## config.mk

```make
export PLATFORM = sky130hd
export DESIGN_NAME = i2s_dac_tx
export DESIGN_NICKNAME = d
export VERILOG_FILES = /design/src/rtl/i2s_dac_tx.sv
export SDC_FILE = /design/constraint.sdc
export NUM_CORES = 1
export LEC_CHECK = 0
export ABC_CLOCK_PERIOD_IN_PS = 6700
export CAP_MARGIN = 20
export CORE_ASPECT_RATIO = 1.5
export CORE_MARGIN = 8
export CORE_UTILIZATION = 40
export DETAILED_ROUTE_END_ITERATION = 10
export PLACE_DENSITY = 0.63
export SETUP_SLACK_MARGIN = 0.2
export SYNTH_ARGS = -nofsm -noshare
export SYNTH_HDL_FRONTEND = slang
export SYNTH_SLANG_ARGS = --single-unit
```

## constraint.sdc

```tcl
create_clock -name clk -period 6.7 [get_ports clk]
set_input_delay 1.005 -clock clk [delete_from_list [all_inputs] [get_ports clk]]
set_output_delay 1.005 -clock clk [all_outputs]
set_load 0.02 [all_outputs]
```

## src/rtl/i2s_dac_tx.sv

```systemverilog
// i2s_dac_tx: I2S serial transmitter for the WM8731 DAC data pin (AUD_DACDAT).
// The codec is bus master, so bclk and lrck are asynchronous inputs. They are
// synchronised into clk and edge-detected there. 16-bit mono samples arrive on a
// valid/ready stream and wait in a small FIFO. Each sample is sent on both channels.
//
// Ports:
//   clk          system clock, the only clock domain
//   reset        asynchronous, active-low reset
//   sample_data  signed PCM sample (W bits)
//   sample_valid sample_data is valid
//   sample_ready FIFO can accept a sample (not full)
//   bclk         codec bit clock (async)
//   lrck         codec DAC LR clock (async), low = left channel
//   dacdat       serial data to the codec
//   underrun     1-cycle pulse when a left-channel load finds the FIFO empty
//
// Optional build macro I2S_TX_STATUS_EN adds two status outputs:
//   underrun_cnt  saturating count of underrun pulses
//   fifo_level    current FIFO occupancy
//
// W must be at least 2.
module i2s_dac_tx #(
  parameter int unsigned W     = 16,
  parameter int unsigned DEPTH = 4
) (
  input  logic                   clk,
  input  logic                   reset,
  input  logic [W-1:0]           sample_data,
  input  logic                   sample_valid,
  output logic                   sample_ready,
  input  logic                   bclk,
  input  logic                   lrck,
  output logic                   dacdat,
  output logic                   underrun
`ifdef I2S_TX_STATUS_EN
  ,
  output logic [15:0]            underrun_cnt,
  output logic [$clog2(DEPTH):0] fifo_level
`endif
);

  localparam int unsigned AW = $clog2(DEPTH);
  localparam int unsigned CW = $clog2(W + 1);
  localparam logic [CW-1:0] CntLast = CW'(W);

  typedef enum logic [1:0] {StSync, StDelay, StShift, StPad} state_e;

  // Bit 0 is the first synchroniser stage and bit 1 is the second.
  logic [1:0]    bclk_sync_q, lrck_sync_q;
  logic          bclk_hist_q;
  logic          lr_prev_q, lr_prev_d;
  state_e        state_q, state_d;
  logic [W-1:0]  sh_q, sh_d;
  logic [W-1:0]  hold_q, hold_d;
  logic [CW-1:0] cnt_q, cnt_d;
  logic          dacdat_q, dacdat_d;
  logic          underrun_q, underrun_d;
  logic [W-1:0]  mem_q [DEPTH];
  logic [AW:0]   wr_ptr_q, rd_ptr_q;

  logic fall, lrck_s, lr_chg, empty, full, push, pop;

  assign fall         = bclk_hist_q & ~bclk_sync_q[1];
  assign lrck_s       = lrck_sync_q[1];
  assign lr_chg       = lrck_s != lr_prev_q;
  assign empty        = wr_ptr_q == rd_ptr_q;
  assign full         = (wr_ptr_q[AW] != rd_ptr_q[AW]) && (wr_ptr_q[AW-1:0] == rd_ptr_q[AW-1:0]);
  assign sample_ready = ~full;
  assign push         = sample_valid & ~full;
  assign dacdat       = dacdat_q;
  assign underrun     = underrun_q;

  always_comb begin
    state_d    = state_q;
    sh_d       = sh_q;
    hold_d     = hold_q;
    cnt_d      = cnt_q;
    dacdat_d   = dacdat_q;
    underrun_d = 1'b0;
    lr_prev_d  = lr_prev_q;
    pop        = 1'b0;
    if (fall) begin
      lr_prev_d = lrck_s;
      // In SYNC only a left start may begin output. After that, every lrck edge reloads.
      if (lr_chg && (state_q != StSync || !lrck_s)) begin
        dacdat_d = 1'b0;  // I2S one-bit delay slot
        state_d  = StDelay;
        cnt_d    = '0;
        if (!lrck_s) begin
          // The empty flag is taken before any push in this cycle, so there is no bypass.
          if (empty) begin
            sh_d       = '0;
            hold_d     = '0;
            underrun_d = 1'b1;
          end else begin
            sh_d   = mem_q[rd_ptr_q[AW-1:0]];
            hold_d = mem_q[rd_ptr_q[AW-1:0]];
            pop    = 1'b1;
          end
        end else begin
          sh_d = hold_q;
        end
      end else begin
        case (state_q)
          StDelay, StShift: begin
            dacdat_d = sh_q[W-1];
            sh_d     = {sh_q[W-2:0], 1'b0};
            cnt_d    = cnt_q + CW'(1);
            state_d  = (cnt_q + CW'(1) == CntLast) ? StPad : StShift;
          end
          StSync, StPad: dacdat_d = 1'b0;
          default:       state_d  = StSync;
        endcase
      end
    end
  end

  always_ff @(posedge clk or negedge reset) begin
    if (!reset) begin
      bclk_sync_q <= '0;
      lrck_sync_q <= '0;
      bclk_hist_q <= 1'b0;
      lr_prev_q   <= 1'b0;
      state_q     <= StSync;
      sh_q        <= '0;
      hold_q      <= '0;
      cnt_q       <= '0;
      dacdat_q    <= 1'b0;
      underrun_q  <= 1'b0;
      wr_ptr_q    <= '0;
      rd_ptr_q    <= '0;
    end else begin
      bclk_sync_q <= {bclk_sync_q[0], bclk};
      lrck_sync_q <= {lrck_sync_q[0], lrck};
      bclk_hist_q <= bclk_sync_q[1];
      lr_prev_q   <= lr_prev_d;
      state_q     <= state_d;
      sh_q        <= sh_d;
      hold_q      <= hold_d;
      cnt_q       <= cnt_d;
      dacdat_q    <= dacdat_d;
      underrun_q  <= underrun_d;
      wr_ptr_q    <= wr_ptr_q + {{AW{1'b0}}, push};
      rd_ptr_q    <= rd_ptr_q + {{AW{1'b0}}, pop};
    end
  end

  // FIFO storage needs no reset. The pointers decide what is valid.
  always_ff @(posedge clk) begin
    if (push) mem_q[wr_ptr_q[AW-1:0]] <= sample_data;
  end

`ifdef I2S_TX_STATUS_EN
  logic [15:0] underrun_cnt_q;

  always_ff @(posedge clk or negedge reset) begin
    if (!reset) begin
      underrun_cnt_q <= '0;
    end else if (underrun_d && underrun_cnt_q != 16'hFFFF) begin
      underrun_cnt_q <= underrun_cnt_q + 16'd1;
    end
  end

  assign underrun_cnt = underrun_cnt_q;
  assign fifo_level   = wr_ptr_q - rd_ptr_q;
`endif

endmodule

```

==> metrics.txt, run 1 <==
Net Sw Power 0.000828 W; final wirelength 9.66 mm; Critical Path Max Stage Delay between 0.9 and 1 ns; number of remaining DRC errors 0; setup_tns 0 ns; top cells by area, synth edfxtp_1, dfrtp_1, mux2_2; crit path cell chain xnor2_1, nand3_1, clkdlybuf4s50_1; crit path launch type flop; Arrival @ worst endpoint 2.36 ns; Syn Nets roughly 380; RSZ-0062 raised after global routing false; CTS buffer count 17; largest net degree at the start of global routing 54; I/O pin count 24; Placeable Area approximately 12000 um^2; Tcrit/Tclk final between 50% and 60%; number of cell rows 50; fillers around 1100; DR WL/cell between 15 and 20 um; die width 107 um; sequential share of the synthesized area around two thirds; TritonCTS clock tree done; chip height 153 um; minimum clock period 3.37 ns; Area Overhead vs Synth 18.7%; count leader, synth edfxtp_1; number of synthesized flops with an enable pin 64; clk buf depth 2; Slew Viols, Final 0; placed cells between 500 and 600; gr ovfl total 0; cells after synthesis 349; Comb power frac about a quarter; Initial DRC Count roughly 190; Slew HR 29.3%; Post CTS Setup Buffer Count 0; final core utilization 48.1%; Power Density 462 nW/um^2; status completed; Hold Vio Cnt, Final 0; Switching Fraction between 30% and 40%; clk_lat worst skew a little over 0.4 ns; CP top delay family flip-flops; Worst setup EP type output pin; Finish-stage setup viols 0; LEAKAGE between 2 and 2.5 nW; Main synth FF type edfxtp_1; first-pass GRT wire length about 16 mm; critical path type reg -> out; pin slew with the least headroom to its limit around 1.1 ns; vias per cell 5.42; CTS root buffer clkbuf_16; vias in the first global route between 3000 and 4000; total global-route track usage around an eighth; CTS Hold Bufs 0; Syn Area/Cell ~14 um^2; CP max stage cell dfrtp_1; top-area cell type share of the netlist area about two fifths; DPL Wire Length about 6.4 mm; Crit Path Max Fanout 26; DR vias between 2000 and 3000; Yosys reg bits 117; most instantiated cells after synthesis edfxtp_1, dfrtp_1, nand2_1; Die ar. 16400 um^2; Starting Density slightly above 40%; Yosys cell types 52; post-synth top area cell edfxtp_1; Final nets ~400; Worst EP required between 5 and 6 ns; IO buf count 23; Max Clk Rate roughly 0.30 GHz; Hold Path Class reg -> reg; antenna violations before repair 0; post-route ant nets 0; Bufs and invs on worst path 1; clk slew on worst S/H paths around 0.050 ns; VDD IR max 0.324 mV; gp weighted congestion around 0.74; Async SR Flop Fraction between 40 and 50%; proportion of layout cells with a drive suffix above 1 between 10% and 20%; Clock power frac between 30% and 40%; fin cells 544; Cell Area, Synth ~5000 um^2; P_int around 0.0019 W; CTS Sinks around 120; Post-CTS Resized 0; Ys Warns 0; diode count 0; CTS H-Tree Depth 4; drt pass-1 iters 4; sequential share of power roughly two fifths; Max-cap violations 0; Clock Skews approximately 0.0059 ns
[path summary, 6_finish.rpt]
check / slack (ns) / from / endpoint / depth (start not counted)
worst max-delay path: 3.33 / rd_ptr_q[0] / sample_ready / 3
worst min-delay path: 0.35 / bclk_sync_q[0] / bclk_sync_q[1] / 0
worst max register to register: 3.84 / lr_prev_q / rd_ptr_q[2] / 6
worst min register to register: 0.35 / bclk_sync_q[0] / bclk_sync_q[1] / 0
max in group asynchronous: 5.50 / reset / rd_ptr_q[2] / 2
min in group asynchronous: 0.73 / reset / hold_q[6] / 2
[metrics by stage]
stage	total power (W)	hold WS, ns	worst slack (ns)	instance area [um^2]
global route	0.00287	0.365	3.17	5930
CTS	0.00276	0.359	3.32	5930
floorplan	0.00164	0.331	3.71	4990
finish	0.00274	0.353	3.33	5930
detailed placement	0.00181	0.347	3.73	5300
global placement	0.00178	0.348	3.80	5300
[cell usage in the layout (no fill, tap or decap), types with 2 or more instances in the layout]
cell	count
clkbuf_1	2
xor2_1	3
a21oi_1	14
o21ai_0	5
or3b_1	2
dfrtp_1	53
mux2i_1	13
inv_6	2
mux2_2	14
inv_1	4
nand3b_1	2
a21o_1	3
o22ai_1	11
clkdlybuf4s50_1	22
a22o_1	4
ha_1	6
a211o_1	2
buf_4	5
clkinv_2	2
a32o_1	15
nand3_1	3
bufinv_16	4
clkbuf_16	17
clkinvlp_4	4
nor3b_1	2
nor2_1	16
or2b_1	3
or2_2	2
nand2_1	23
nand2b_1	11
mux4_2	3
o22ai_2	2
xnor2_1	2
and3_1	2
edfxtp_1	64
a31oi_1	14
o31ai_1	12
[state kept, by name, summed over array words and instances, names as in the netlist]
signal / cells
bclk_hist_q: 1
rd_ptr_q: 3
lrck_sync_q: 2
dacdat: 1
cnt_q: 5
bclk_sync_q: 2
sh_q: 16
lr_prev_q: 1
hold_q: 16
mem_q: 64
state_q: 2
wr_ptr_q: 3
underrun: 1
[area by class of cell]
cell class              count  area (um^2)  area share [%]
flip-flops and latches    117         3250            54.8
inverters                   4         15.0           0.253
clock buffers              20          447            7.54
well taps                 156          195            3.29
multi-input cells         207         1580            26.7
clock inverters            12          178            3.00
repair buffers             28          263            4.43
[per-layer routing]
layer,global-route usage (%),vias to the layer above,routed length [um]
met5,0,-,0
met4,5.99,0,189
met3,3.70,16,318
met2,20.4,65,4950
met1,14.5,1467,4200
li1,-,1401,-
[power groups by stage]
stage          combinational [W]  sequential [W]  clock [W]
2_1_floorplan           0.000576         0.00107          0
3_3_place_gp            0.000674         0.00111          0
3_5_place_dp            0.000690         0.00112          0
4_1_cts                 0.000695         0.00111   0.000959
5_1_grt                 0.000753         0.00113   0.000989
6_report                0.000687         0.00111   0.000946
[cell families after synthesis]
group           share of synthesized area, %
fa+ha+maj                               1.50
simple gates                            8.27
compound gates                          13.8
mux                                     7.11
xor+xnor                               0.877
buf+inv                                 3.41
flops                                   65.0
Power figures use the tool's default switching activity.
==> inputs of run 2 (changes only) <==
--- a/config.mk
+++ b/config.mk
@@ -5,13 +5,13 @@
 export SDC_FILE = /design/constraint.sdc
 export NUM_CORES = 1
 export LEC_CHECK = 0
-export ABC_CLOCK_PERIOD_IN_PS = 6700
+export ABC_CLOCK_PERIOD_IN_PS = 2800
 export CAP_MARGIN = 20
 export CORE_ASPECT_RATIO = 1.5
 export CORE_MARGIN = 8
 export CORE_UTILIZATION = 40
 export DETAILED_ROUTE_END_ITERATION = 10
-export PLACE_DENSITY = 0.63
+export PLACE_DENSITY = 0.65
 export SETUP_SLACK_MARGIN = 0.2
 export SYNTH_ARGS = -nofsm -noshare
 export SYNTH_HDL_FRONTEND = slang
==> constraint.sdc (replaced) <==
create_clock -name clk -period 2.8 [get_ports clk]
set_input_delay 0.42 -clock clk [delete_from_list [all_inputs] [get_ports clk]]
set_output_delay 0.42 -clock clk [all_outputs]
set_load 0.02 [all_outputs]
==> metrics.txt, run 2 (same netlist as run 1, synthesis figures left out) <==
status completed; clk_lat worst skew 0.41 ns (about the same); Starting Density 40.5% (unchanged); CTS buffer count 17 (unchanged); Area Overhead vs Synth 18.7% (unchanged); critical path type reg -> out; chip height 153 um (unchanged); I/O pin count 24 (unchanged); Finish-stage setup viols 0 (unchanged); Slew Viols, Final 0 (unchanged); most frequent cells in the layout edfxtp_1, dfrtp_1, nand2_1; total global-route track usage 12.4% (-0.11 points); overall power 0.00640 W (+130%); post-route ant nets 0 (unchanged); DR WL/cell 17.5 um (-1.3%); leading cell type in the layout, fill and taps excluded edfxtp_1; final setup margin 0.422 ns (-2.91 ns); clk buf depth 2 (unchanged); CTS Sinks 117 (unchanged); TritonCTS clock tree done; LEAKAGE 2.34 nW (+0.77%); crit path launch type flop; setup_tns 0 ns (unchanged); final wirelength 9.65 mm (about the same); FF-to-FF Start rd_ptr_q[0]; Initial DRC Count 188 (-2.6%); die width 107 um (unchanged); CTS Hold Bufs 0 (unchanged); largest net degree at the start of global routing 31 (-43%); Crit Path Max Fanout 11 (-58%); gp weighted congestion 0.740 (-0.51%); RSZ-0062 raised after global routing false; final core utilization 48.1% (unchanged); r2r setup slk 0.74 ns (-3.10 ns); proportion of layout cells with a drive suffix above 1 18.2% (+0.96 points); Final nets 409 (+1.7%); minimum clock period between 2 and 2.5 ns; Worst EP required 2.38 ns (-3.31 ns); clk slew on worst S/H paths 0.05 ns (about the same); DPL Wire Length 6.34 mm (-0.42%); number of remaining DRC errors 0 (unchanged); gr ovfl total 0 (unchanged); number of cell rows 50 (unchanged); Max-cap violations 0 (unchanged); pin slew with the least headroom to its limit 0.673 ns (-0.383 ns); vias in the first global route 3061 (-1.9%); Tcrit/Tclk final approximately 85%; first-pass GRT wire length 15.8 mm (-1.3%); Hold Vio Cnt, Final 0 (unchanged); IO buf count 23 (unchanged); antenna violations before repair 0 (unchanged); Hold Path Class in -> async; CTS root buffer clkbuf_16; R2R cell count 4 (-2); Die ar. 16400 um^2 (unchanged); VDD IR max 0.551 mV (+70%); Post CTS Setup Buffer Count 0 (unchanged); drt pass-1 iters 4 (unchanged); flip-flop count of the largest register after layout 64 (unchanged); Clock Skews 0.00902 ns (+0.00312 ns); Worst setup EP type output pin; reg2reg end mem_q[0][14]; Post-CTS Resized 0 (unchanged); Power Density 1080 nW/um^2 (+130%); Max Clk Rate around 0.42 GHz; CTS H-Tree Depth 4 (unchanged); vias per cell 5.52 (+1.9%); diode count 0 (unchanged); Slew HR 55.1% (+26 points); Placeable Area 12300 um^2 (unchanged); hold_ws 0.0531 ns (-0.299 ns); Arrival @ worst endpoint 1.96 ns (-0.40 ns); DR vias 3043 (+3.2%); worst slack, placed 0.684 ns (-3.04 ns)
## run 2: report_power, final
part           total [W]  internal, W  switching (W)
combinational    0.00172     0.000748       0.000971
sequential       0.00261      0.00235       0.000261
clock            0.00207      0.00135       0.000722
## run 2: per-stage QoR
stage / cells / instance area (um^2)
after floorplan: 349 / 5000
after global placement: 519 / 5360
after detailed placement: 519 / 5360
after CTS: 551 / 5930
after global routing: 551 / 5930
final: 551 / 5930
## run 2: worst max-delay path: stages (launching register included)
cell	delay [ns]
dfrtp_1	0.63
xnor2_1	0.18
nand3_1	0.13
clkdlybuf4s50_1	0.61
## run 2: how the worst max path moves through the flow
stage | from | to | depth (start not counted)
after detailed placement | sample_valid | mem_q[0][7] | 5
final | rd_ptr_q[0] | sample_ready | 3
after global routing | rd_ptr_q[0] | sample_ready | 3
after CTS | rd_ptr_q[0] | sample_ready | 3
after floorplan | rd_ptr_q[0] | mem_q[1][0] | 5
after global placement | sample_valid | mem_q[0][6] | 5
## run 2: layout make-up
type,count,area [um^2]
clock inverters,9,104
multi-input cells,207,1580
repair buffers,35,315
clock buffers,23,468
flip-flops and latches,117,3250
inverters,4,15.0
well taps,156,195
fillers,1051,6400
## run 2: metal layers
metal	global-route usage, %	wire (um)	part of all wire [%]
met5	0	0	0
met1	14.5	4070	42
met4	6.26	149	1.5
met2	19.9	5140	53
met3	3.91	295	3.1
